==> config.mk <==
export PLATFORM = sky130hd
export DESIGN_NAME = muldiv_seq
export DESIGN_NICKNAME = d
export VERILOG_FILES = /design/src/rtl/muldiv_seq.sv
export SDC_FILE = /design/constraint.sdc
export NUM_CORES = 1
export LEC_CHECK = 0
export CORE_MARGIN = 5
export CORE_UTILIZATION = 25
export DETAILED_ROUTE_END_ITERATION = 16
export HOLD_SLACK_MARGIN = 0.05
export SETUP_SLACK_MARGIN = 0.15
export SYNTH_ARGS = -nofsm -noshare
export SYNTH_HDL_FRONTEND = slang
export SYNTH_SLANG_ARGS = --single-unit
==> constraint.sdc <==
create_clock -name clk -period 3.9 [get_ports clk]
set_clock_uncertainty 0.15 [all_clocks]
set_input_delay 0.39 -clock clk [delete_from_list [all_inputs] [get_ports clk]]
set_output_delay 0.39 -clock clk [all_outputs]
set_load 0.05 [all_outputs]
==> src/rtl/muldiv_seq.sv <==
// muldiv_seq: iterative shift-add multiply / restoring divide, one bit per cycle; MULDIV_EARLY_EN ends multiplies early
module muldiv_seq #(
  parameter int RV = 16
) (
  input  logic          clk,
  input  logic          reset,
  input  logic          start,
  input  logic          mult,
  input  logic          div,
  input  logic          rem_sel,
  input  logic [RV-1:0] a,
  input  logic [RV-1:0] b,
  input  logic [3:0]    rd_in,
  input  logic          kill,
  output logic          busy,
  output logic          done,
  output logic [RV-1:0] result,
  output logic [3:0]    rd_out,
  output logic          div_zero
);
  localparam int CW = $clog2(RV) + 1;
  typedef enum logic [1:0] {IDLE, RUN, DONE} state_t;
  state_t state, state_nxt;
  logic [CW-1:0] cnt;
  // r0: accumulator/remainder, r1: multiplicand/quotient, r2: multiplier/divisor
  logic [RV-1:0] r0, r1, r2, r0_nxt, r1_nxt, r2_nxt, res_nxt;
  logic [3:0] rd_q;
  logic op_div, sel, accept, dz, last, ge;
  logic [RV:0] rem_sh;
`ifdef MULDIV_EARLY_EN
  assign last = (cnt == CW'(1)) | (!op_div & ((r2 >> 1) == '0));
`else
  assign last = cnt == CW'(1);
`endif
  always_comb begin
    accept = start & (mult | div) & (state != RUN) & !kill;
    dz = div & (b == '0);
    rem_sh = {r0, r1[RV-1]};
    ge = rem_sh >= {1'b0, r2};
    r0_nxt = op_div ? (ge ? rem_sh[RV-1:0] - r2 : rem_sh[RV-1:0]) : r0 + (r2[0] ? r1 : '0);
    r1_nxt = op_div ? {r1[RV-2:0], ge} : r1 << 1;
    r2_nxt = op_div ? r2 : r2 >> 1;
    res_nxt = (op_div & !sel) ? r1_nxt : r0_nxt;
  end
  always_comb begin
    state_nxt = kill ? IDLE : (state == RUN) ? (last ? DONE : RUN) : accept ? (dz ? DONE : RUN) : IDLE;
  end
  always_comb begin
    busy = state != IDLE;
    done = state == DONE;
  end
  always_ff @(posedge clk) begin
    if (reset) begin
      state <= IDLE;
      cnt <= '0;
      r0 <= '0;
      r1 <= '0;
      r2 <= '0;
      rd_q <= '0;
      op_div <= 1'b0;
      sel <= 1'b0;
      result <= '0;
      rd_out <= '0;
      div_zero <= 1'b0;
    end else begin
      state <= state_nxt;
      if (accept) begin
        cnt <= CW'(RV);
        r0 <= '0;
        r1 <= a;
        r2 <= b;
        rd_q <= rd_in;
        op_div <= div;
        sel <= rem_sel;
        if (dz) begin
          result <= rem_sel ? a : '1;
          rd_out <= rd_in;
          div_zero <= 1'b1;
        end
      end else if (state == RUN) begin
        cnt <= cnt - CW'(1);
        r0 <= r0_nxt;
        r1 <= r1_nxt;
        r2 <= r2_nxt;
        if (last & !kill) begin
          result <= res_nxt;
          rd_out <= rd_q;
          div_zero <= 1'b0;
        end
      end
    end
  end
endmodule

==> results of run 1 <==
[worst min-delay path: stages, from the launching register on]
cell and delay [ns]:
dfxtp_1 0.31, nand2_1 0.05, a21oi_1 0.05
[per-stage QoR]
stage          worst slack, ns  cell area (sq um)  hold slack [ns]
2_1_floorplan            0.955               5660            0.304
3_3_place_gp             0.546               6600            0.308
3_5_place_dp             0.398               6600            0.302
4_1_cts                  0.390               6950            0.320
5_1_grt                  0.165               6950            0.352
6_report                 0.383               6950            0.315
[power groups by stage]
stage	Clock [mW]	Combinational [mW]	Sequential (mW)
3_3_place_gp	0	0.542	0.921
2_1_floorplan	0	0.393	0.905
3_5_place_dp	0	0.542	0.922
5_1_grt	1.07	0.605	0.908
6_report	1.02	0.550	0.904
4_1_cts	1.03	0.547	0.903
[worst max path at each step]
stage / start / to / slack [ns]
global placement: r2[0]$_SDFFE_PP0P_ / result[8]$_SDFFE_PP0P_ / 0.55
CTS: r2[0]$_SDFFE_PP0P_ / result[8]$_SDFFE_PP0P_ / 0.39
global route: r2[0]$_SDFFE_PP0P_ / result[8]$_SDFFE_PP0P_ / 0.17
finish: r2[0]$_SDFFE_PP0P_ / result[8]$_SDFFE_PP0P_ / 0.38
detailed placement: r2[0]$_SDFFE_PP0P_ / result[8]$_SDFFE_PP0P_ / 0.40
floorplan: r2[0]$_SDFFE_PP0P_ / result[10]$_SDFFE_PP0P_ / 0.96
[registers in the layout, indices dropped and copies added, names as in the netlist]
register  flops
r1           16
rd_out        4
div_zero      1
r2           16
cnt           5
sel           1
state         2
op_div        1
r0           16
result       16
rd_q          4
[synthesized netlist by cell type (3+ instances only)]
library cell  instances
nor2_1               77
o22ai_1               4
a21o_1               10
or3_1                 4
nor3_1               15
o21ai_1               3
a31oi_1               6
a41oi_1               3
o21ai_0              45
nand2b_1              5
o21a_1                7
a22oi_1              16
nor2b_1               7
a21oi_1              59
dfxtp_1              82
a2111oi_0             3
and2_1               17
mux2i_1              15
a311oi_1             16
and3_1                6
inv_1                29
xnor2_1              20
xor2_1                8
o41ai_1               4
nand3_1               9
ha_1                 34
mux2_2               10
o31ai_1               6
a21oi_2               5
nand4_1               8
o211ai_1              4
o311ai_0              3
a211oi_1             12
nand2_1              86
clkbuf_1             37
o221a_2               3
buf_2                 4
nor4_1                6
[cells by family after synthesis]
kind of cell             after synthesis  share of synthesized area [%]
AO/OA/AOI/OAI                        230                           27.3
AND/OR/NAND/NOR                      254                           20.9
multiplexers                          26                           4.91
buffers and inverters                 75                           5.35
XOR/XNOR                              28                           4.33
adder cells (fa/ha/maj)               36                           8.23
flip-flops                            82                           29.0
[routing by layer]
layer  share of wire [%]  up-vias
met2                  45      153
met1                  49     2661
met5                   0        -
met3                 4.8       34
li1                    -     2766
met4                 2.1        0
[cell type report]
| cell class | count | area (sq um) |
|---|---|---|
| fill | 2450 | 15500 |
| multi-input combinational | 574 | 3720 |
| sequential | 82 | 1640 |
| timing repair buffer | 81 | 766 |
| tap | 285 | 357 |
| clock buffer | 11 | 243 |
| inverter | 30 | 113 |
| clock inverter | 5 | 108 |
==> reports/qor.yml, run 1 <==
min_path:
  min_to: "result[1]$_SDFFE_PP0P_"
  worstHoldPathCells: 2
  hp-class: "flop to flop"
  min-delay-start: "result[1]$_SDFFE_PP0P_"
detailed_routing:
  ant_nets: 0
  dr.pass1.iters: 5
  wire_per_inst_microns: 17.2
  wl_microns: 18400
  route.detailed.drc: 0
  initialDrtViolationCount: 400
  avgViaCountPerCell: 5.26
  vias: 5614
logic_synthesis:
  synth_seq_cells: 82
  avgSynthCellArea_sq_um: 7.74
  synth_edf_count: 0
  synth_top_area_share_pct: 29.0
  yosys_warnings: 0
  syn_area_sq_um: 5660
  synth_ff_type: "dfxtp_1"
  synth_nets: 810
  synth-seq-area-share_pct: 29.0
  async_flop_share_pct: 0
  ys_types: 72
  netlist_top_cells_area: "dfxtp_1, ha_1, nand2_1"
  synthCells: 731
  synth_top_area_cell: "dfxtp_1"
global_routing:
  grt_use_met3_pct: 2.54
  grt.overflow.total: 0
  grt_busiest_layer: "met2"
  gr-usage-met2_pct: 22.2
  antenna_found_initial: 0
  grt_pass1_wl_microns: 29800
  grtUsageMet1_pct: 19.8
  grt_max_degree: 41
  track_usage_pct: 14.2
  grt_pass1_vias: 5483
floorplanning:
  fp.dieArea_sq_um: 25700
  dieWidth_microns: 160
  die_y_microns: 160
  design.core.area_sq_um: 22400
  initial_core_util_pct: 25.2
  fp-row-count: 55
  num_io_pins: 66
setup_path:
  path_max_fanout: 18
  reg2regPathDepth: 11
  critPathKind: "flop to flop"
  end_kind: "flop"
  cp-start-kind: "flop"
  worstPathRequired_ns: 3.98
  r2r_end: "result[8]$_SDFFE_PP0P_"
  cp_cell_sequence: "ha_1 > inv_1 > fa_1 > a211oi_1 > nor2_1 > o21a_1 > o41a_1 > xor2_1 > mux2_2 > mux2i_1 > o41ai_1"
  slowest_stage: "dfxtp_1"
  arrival_ns: 3.60
  r2r_start: "r2[0]$_SDFFE_PP0P_"
  r2r_setup_slack_ns: 0.38
  path_depth: 11
  crit_family: "compound AO/OA/AOI/OAI gates"
  crit_buf_inv: 1
  max_stage_delay_ns: 0.71
power_and_ir_drop:
  p_switching_mw: 0.719
  swShare_pct: 29.0
  finalPower_mw: 2.47
  pwr-share-clk_pct: 41.3
  share_seq_of_total_power_pct: 36.5
  cellInternalPower_mw: 1.76
  combPwrFrac_pct: 22.2
  peakVddDrop_mv: 0.205
  p_leak_nw: 2.55
  power.density_nw_per_um2: 356
placement:
  place.port_buffers: 65
  dp_hpwl_microns: 14100
  gp_congestion: 0.951
  placed_cells: 1052
final_layout:
  layout_common_cells: "nand2_1, dfxtp_1, nor2_1"
  final_common_cell: "nand2_1"
  diodes: 0
  layout.nets: 857
  fin_util_pct: 31.0
  drive_gt1_share_pct: 8.05
  final_cell_count_no_fill: 1068
  syn_to_final_growth_pct: 22.9
clock_network:
  cts_setup_buffers: 0
  hold_buffers: 0
  clk_pin_slew_ns: 0.07
  cts_sinks: 82
  cts_tree: "yes"
  cts_root_buf: "clkbuf_16"
  ctsResizeCount: 0
  insertion_delay_ns: 0.36
  ctsHtreeMaxLevel: 3
  cts_buffer_depth: 2
  numCtsBuffers: 9
timing:
  setup_viol_count_final: 0
  fin_crit_ns: 3.52
  worst_slew_pin_slew_ns: 1.11
  finalSetupTns_ns: 0
  hold_viol_final: 0
  rsz0062_at_grt: "false"
  maxSlewViolCount: 0
  slew_headroom_pct: 26.0
  fin_crit_sh_pct: 90.2
  max_freq_ghz: 0.284
status:
  outcome: "completed"
run:
  max-cap-violations: 0
No activity file was read; power rests on OpenSTA's default activity.
==> run 2: changes to the inputs <==
==> constraint.sdc (replaced) <==
create_clock -name clk -period 3.9 [get_ports clk]
set_clock_uncertainty 0.15 [all_clocks]
set_input_delay 0.78 -clock clk [delete_from_list [all_inputs] [get_ports clk]]
set_output_delay 0.78 -clock clk [all_outputs]
set_load 0.05 [all_outputs]
==> reports/qor.yml, run 2 (synthesized netlist as in run 1, its figures left out) <==
status:
  outcome: "completed"  # unchanged
floorplanning:
  num_io_pins: 66  # unchanged
  initial_core_util_pct: 25.2  # unchanged
  fp.dieArea_sq_um: 25700  # unchanged
  die_y_microns: 160  # unchanged
  design.core.area_sq_um: 22400  # unchanged
  dieWidth_microns: 160  # unchanged
  fp-row-count: 55  # unchanged
global_routing:
  grt_max_degree: 74  # was 41
  antenna_found_initial: 0  # unchanged
  grt_pass1_vias: 5350  # was 5483
  grt_pass1_wl_microns: 28900  # was 29800 microns
  track_usage_pct: 13.7  # was 14.2%
  grt.overflow.total: 0  # unchanged
setup_path:
  cp_cell_sequence: "clkdlybuf4s50_1 > or4b_1 > nor3_1 > nand4_1 > nor2_1 > nor2_1 > a2111oi_0 > o31ai_1 > o21ai_1"  # was ha_1 > inv_1 > fa_1 > a211oi_1 > nor2_1 > o21a_1 > o41a_1 > xor2_1 > mux2_2 > mux2i_1 > o41ai_1
  end_kind: "flop"  # unchanged
  cp-start-kind: "input pin"  # was flop
  path_max_fanout: 15  # was 18
  critPathKind: "input pin to flop"  # was flop to flop
  startpoint: "div"  # was r2[0]$_SDFFE_PP0P_
  max_stage_delay_ns: 0.57  # was 0.71 ns
  worstPathRequired_ns: 4.03  # was 3.98 ns
  r2r_start: "r2[0]$_SDFFE_PP0P_"  # unchanged
  slowest_stage: "clkdlybuf4s50_1"  # was dfxtp_1
  arrival_ns: 3.47  # was 3.60 ns
  crit_top_cell: "nor2_1"
clock_network:
  cts_buffer_depth: 2  # unchanged
  cts_setup_buffers: 0  # unchanged
  ctsResizeCount: 0  # unchanged
  cts_sinks: 82  # unchanged
  cts_root_buf: "clkbuf_16"  # unchanged
  hold_buffers: 0  # unchanged
  insertion_delay_ns: 0.35  # was 0.36 ns
  ctsHtreeMaxLevel: 3  # unchanged
  cts_tree: "yes"  # unchanged
  numCtsBuffers: 9  # unchanged
  clk_pin_slew_ns: 0.06  # was 0.07 ns
power_and_ir_drop:
  combPwrFrac_pct: 23.4  # was 22.2%
  peakVddDrop_mv: 0.204  # was 0.205 mV
  pwr-share-clk_pct: 38.8  # was 41.3%
  share_seq_of_total_power_pct: 37.8  # was 36.5%
  swShare_pct: 29.4  # was 29.0%
  p_leak_nw: 2.55  # about the same
  p_switching_mw: 0.699  # was 0.719 mW
  cellInternalPower_mw: 1.68  # was 1.76 mW
  power.density_nw_per_um2: 343  # was 356 nW/um^2
timing:
  finalSetupTns_ns: 0  # unchanged
  setup_viol_count_final: 0  # unchanged
  fin_crit_sh_pct: 85.5  # was 90.2%
  fin_crit_ns: 3.34  # was 3.52 ns
  whs_ns: 0.318  # was 0.315 ns
  worst_slew_pin_slew_ns: 1.19  # was 1.11 ns
  hold_viol_final: 0  # unchanged
  slew_headroom_pct: 20.7  # was 26.0%
  rsz0062_at_grt: "false"  # unchanged
  maxSlewViolCount: 0  # unchanged
  max_freq_ghz: 0.300  # was 0.284 GHz
detailed_routing:
  wire_per_inst_microns: 16.6  # was 17.2 microns
  dr.pass1.iters: 5  # unchanged
  highest_layer: "met4"  # unchanged
  routedLengthMet1_microns: 8680  # was 8910 microns
  ant_nets: 0  # unchanged
  initialDrtViolationCount: 447  # was 400
  wl_microns: 17700  # was 18400 microns
  avgViaCountPerCell: 5.23  # was 5.26
  route.detailed.drc: 0  # unchanged
  met2_wirelength_microns: 7590  # was 8200 microns
  route.met3.wl_microns: 1090  # was 877 microns
  vias: 5584  # was 5614
final_layout:
  final_common_cell: "nand2_1"  # unchanged
  drive_gt1_share_pct: 8.17  # was 8.05%
  syn_to_final_growth_pct: 22.6  # was 22.9%
  n_fill_cell: 2397  # was 2450
  layout_common_cells: "nand2_1, dfxtp_1, nor2_1"  # unchanged
  layout.nets: 858  # was 857
  final_cell_count_no_fill: 1068  # unchanged
  diodes: 0  # unchanged
run:
  max-cap-violations: 0  # unchanged
min_path:
  hp-class: "flop to flop"  # unchanged
  min-delay-start: "result[1]$_SDFFE_PP0P_"  # unchanged
placement:
  placed_cells: 1053  # was 1052
  place.port_buffers: 65  # unchanged
  dp_hpwl_microns: 13700  # was 14100 microns
  gp_congestion: 0.928  # was 0.951
run 2: layout make-up:
| cell class | instances | area (sq um) | area share, % |
|---|---|---|---|
| repair buffers | 82 | 786 | 11.3 |
| clock buffers | 10 | 239 | 3.44 |
| multi-input cells | 574 | 3720 | 53.7 |
| clock inverters | 5 | 78.8 | 1.14 |
| flip-flops and latches | 82 | 1640 | 23.7 |
| inverters | 30 | 113 | 1.62 |
| well taps | 285 | 357 | 5.14 |
run 2: worst paths after layout:
check                                  to  slack [ns]  cells after the start
setup / recovery  result[13]$_SDFFE_PP0P_        0.56                      9
hold / removal     result[1]$_SDFFE_PP0P_        0.32                      2
setup reg to reg  result[10]$_SDFFE_PP0P_        0.60                     13
hold reg to reg    result[1]$_SDFFE_PP0P_        0.32                      2
run 2: routing by layer:
metal	vias up	GRT usage, %
li1	2761	-
met1	2609	19.7
met2	189	20.6
met3	25	2.90
met4	0	4.03
met5	-	0
run 2: power groups by stage:
| stage | sequential (mW) | clock, mW | combinational (mW) |
|---|---|---|---|
| after floorplan | 0.905 | 0 | 0.393 |
| after global placement | 0.917 | 0 | 0.551 |
| after detailed placement | 0.917 | 0 | 0.549 |
| after CTS | 0.899 | 0.944 | 0.553 |
| after global routing | 0.903 | 0.990 | 0.609 |
| final | 0.899 | 0.925 | 0.557 |
run 2: per-stage QoR:
| stage | util, % | total power [mW] | cell area (sq um) | setup WS [ns] |
|---|---|---|---|---|
| after CTS | 30.9 | 2.39 | 6940 | 0.593 |
| after detailed placement | 29.5 | 1.47 | 6620 | 0.247 |
| final | 30.9 | 2.38 | 6940 | 0.565 |
| after floorplan | - | 1.30 | 5660 | 0.955 |
| after global routing | 30.9 | 2.50 | 6940 | 0.358 |
| after global placement | 29.5 | 1.47 | 6620 | 0.327 |
run 2: worst max-delay path, delay by kind of cell:
family	cells	cell delay [ns]
AO/OA/AOI/OAI	3	0.75
buffers and inverters	1	0.57
AND/OR/NAND/NOR	5	1.36
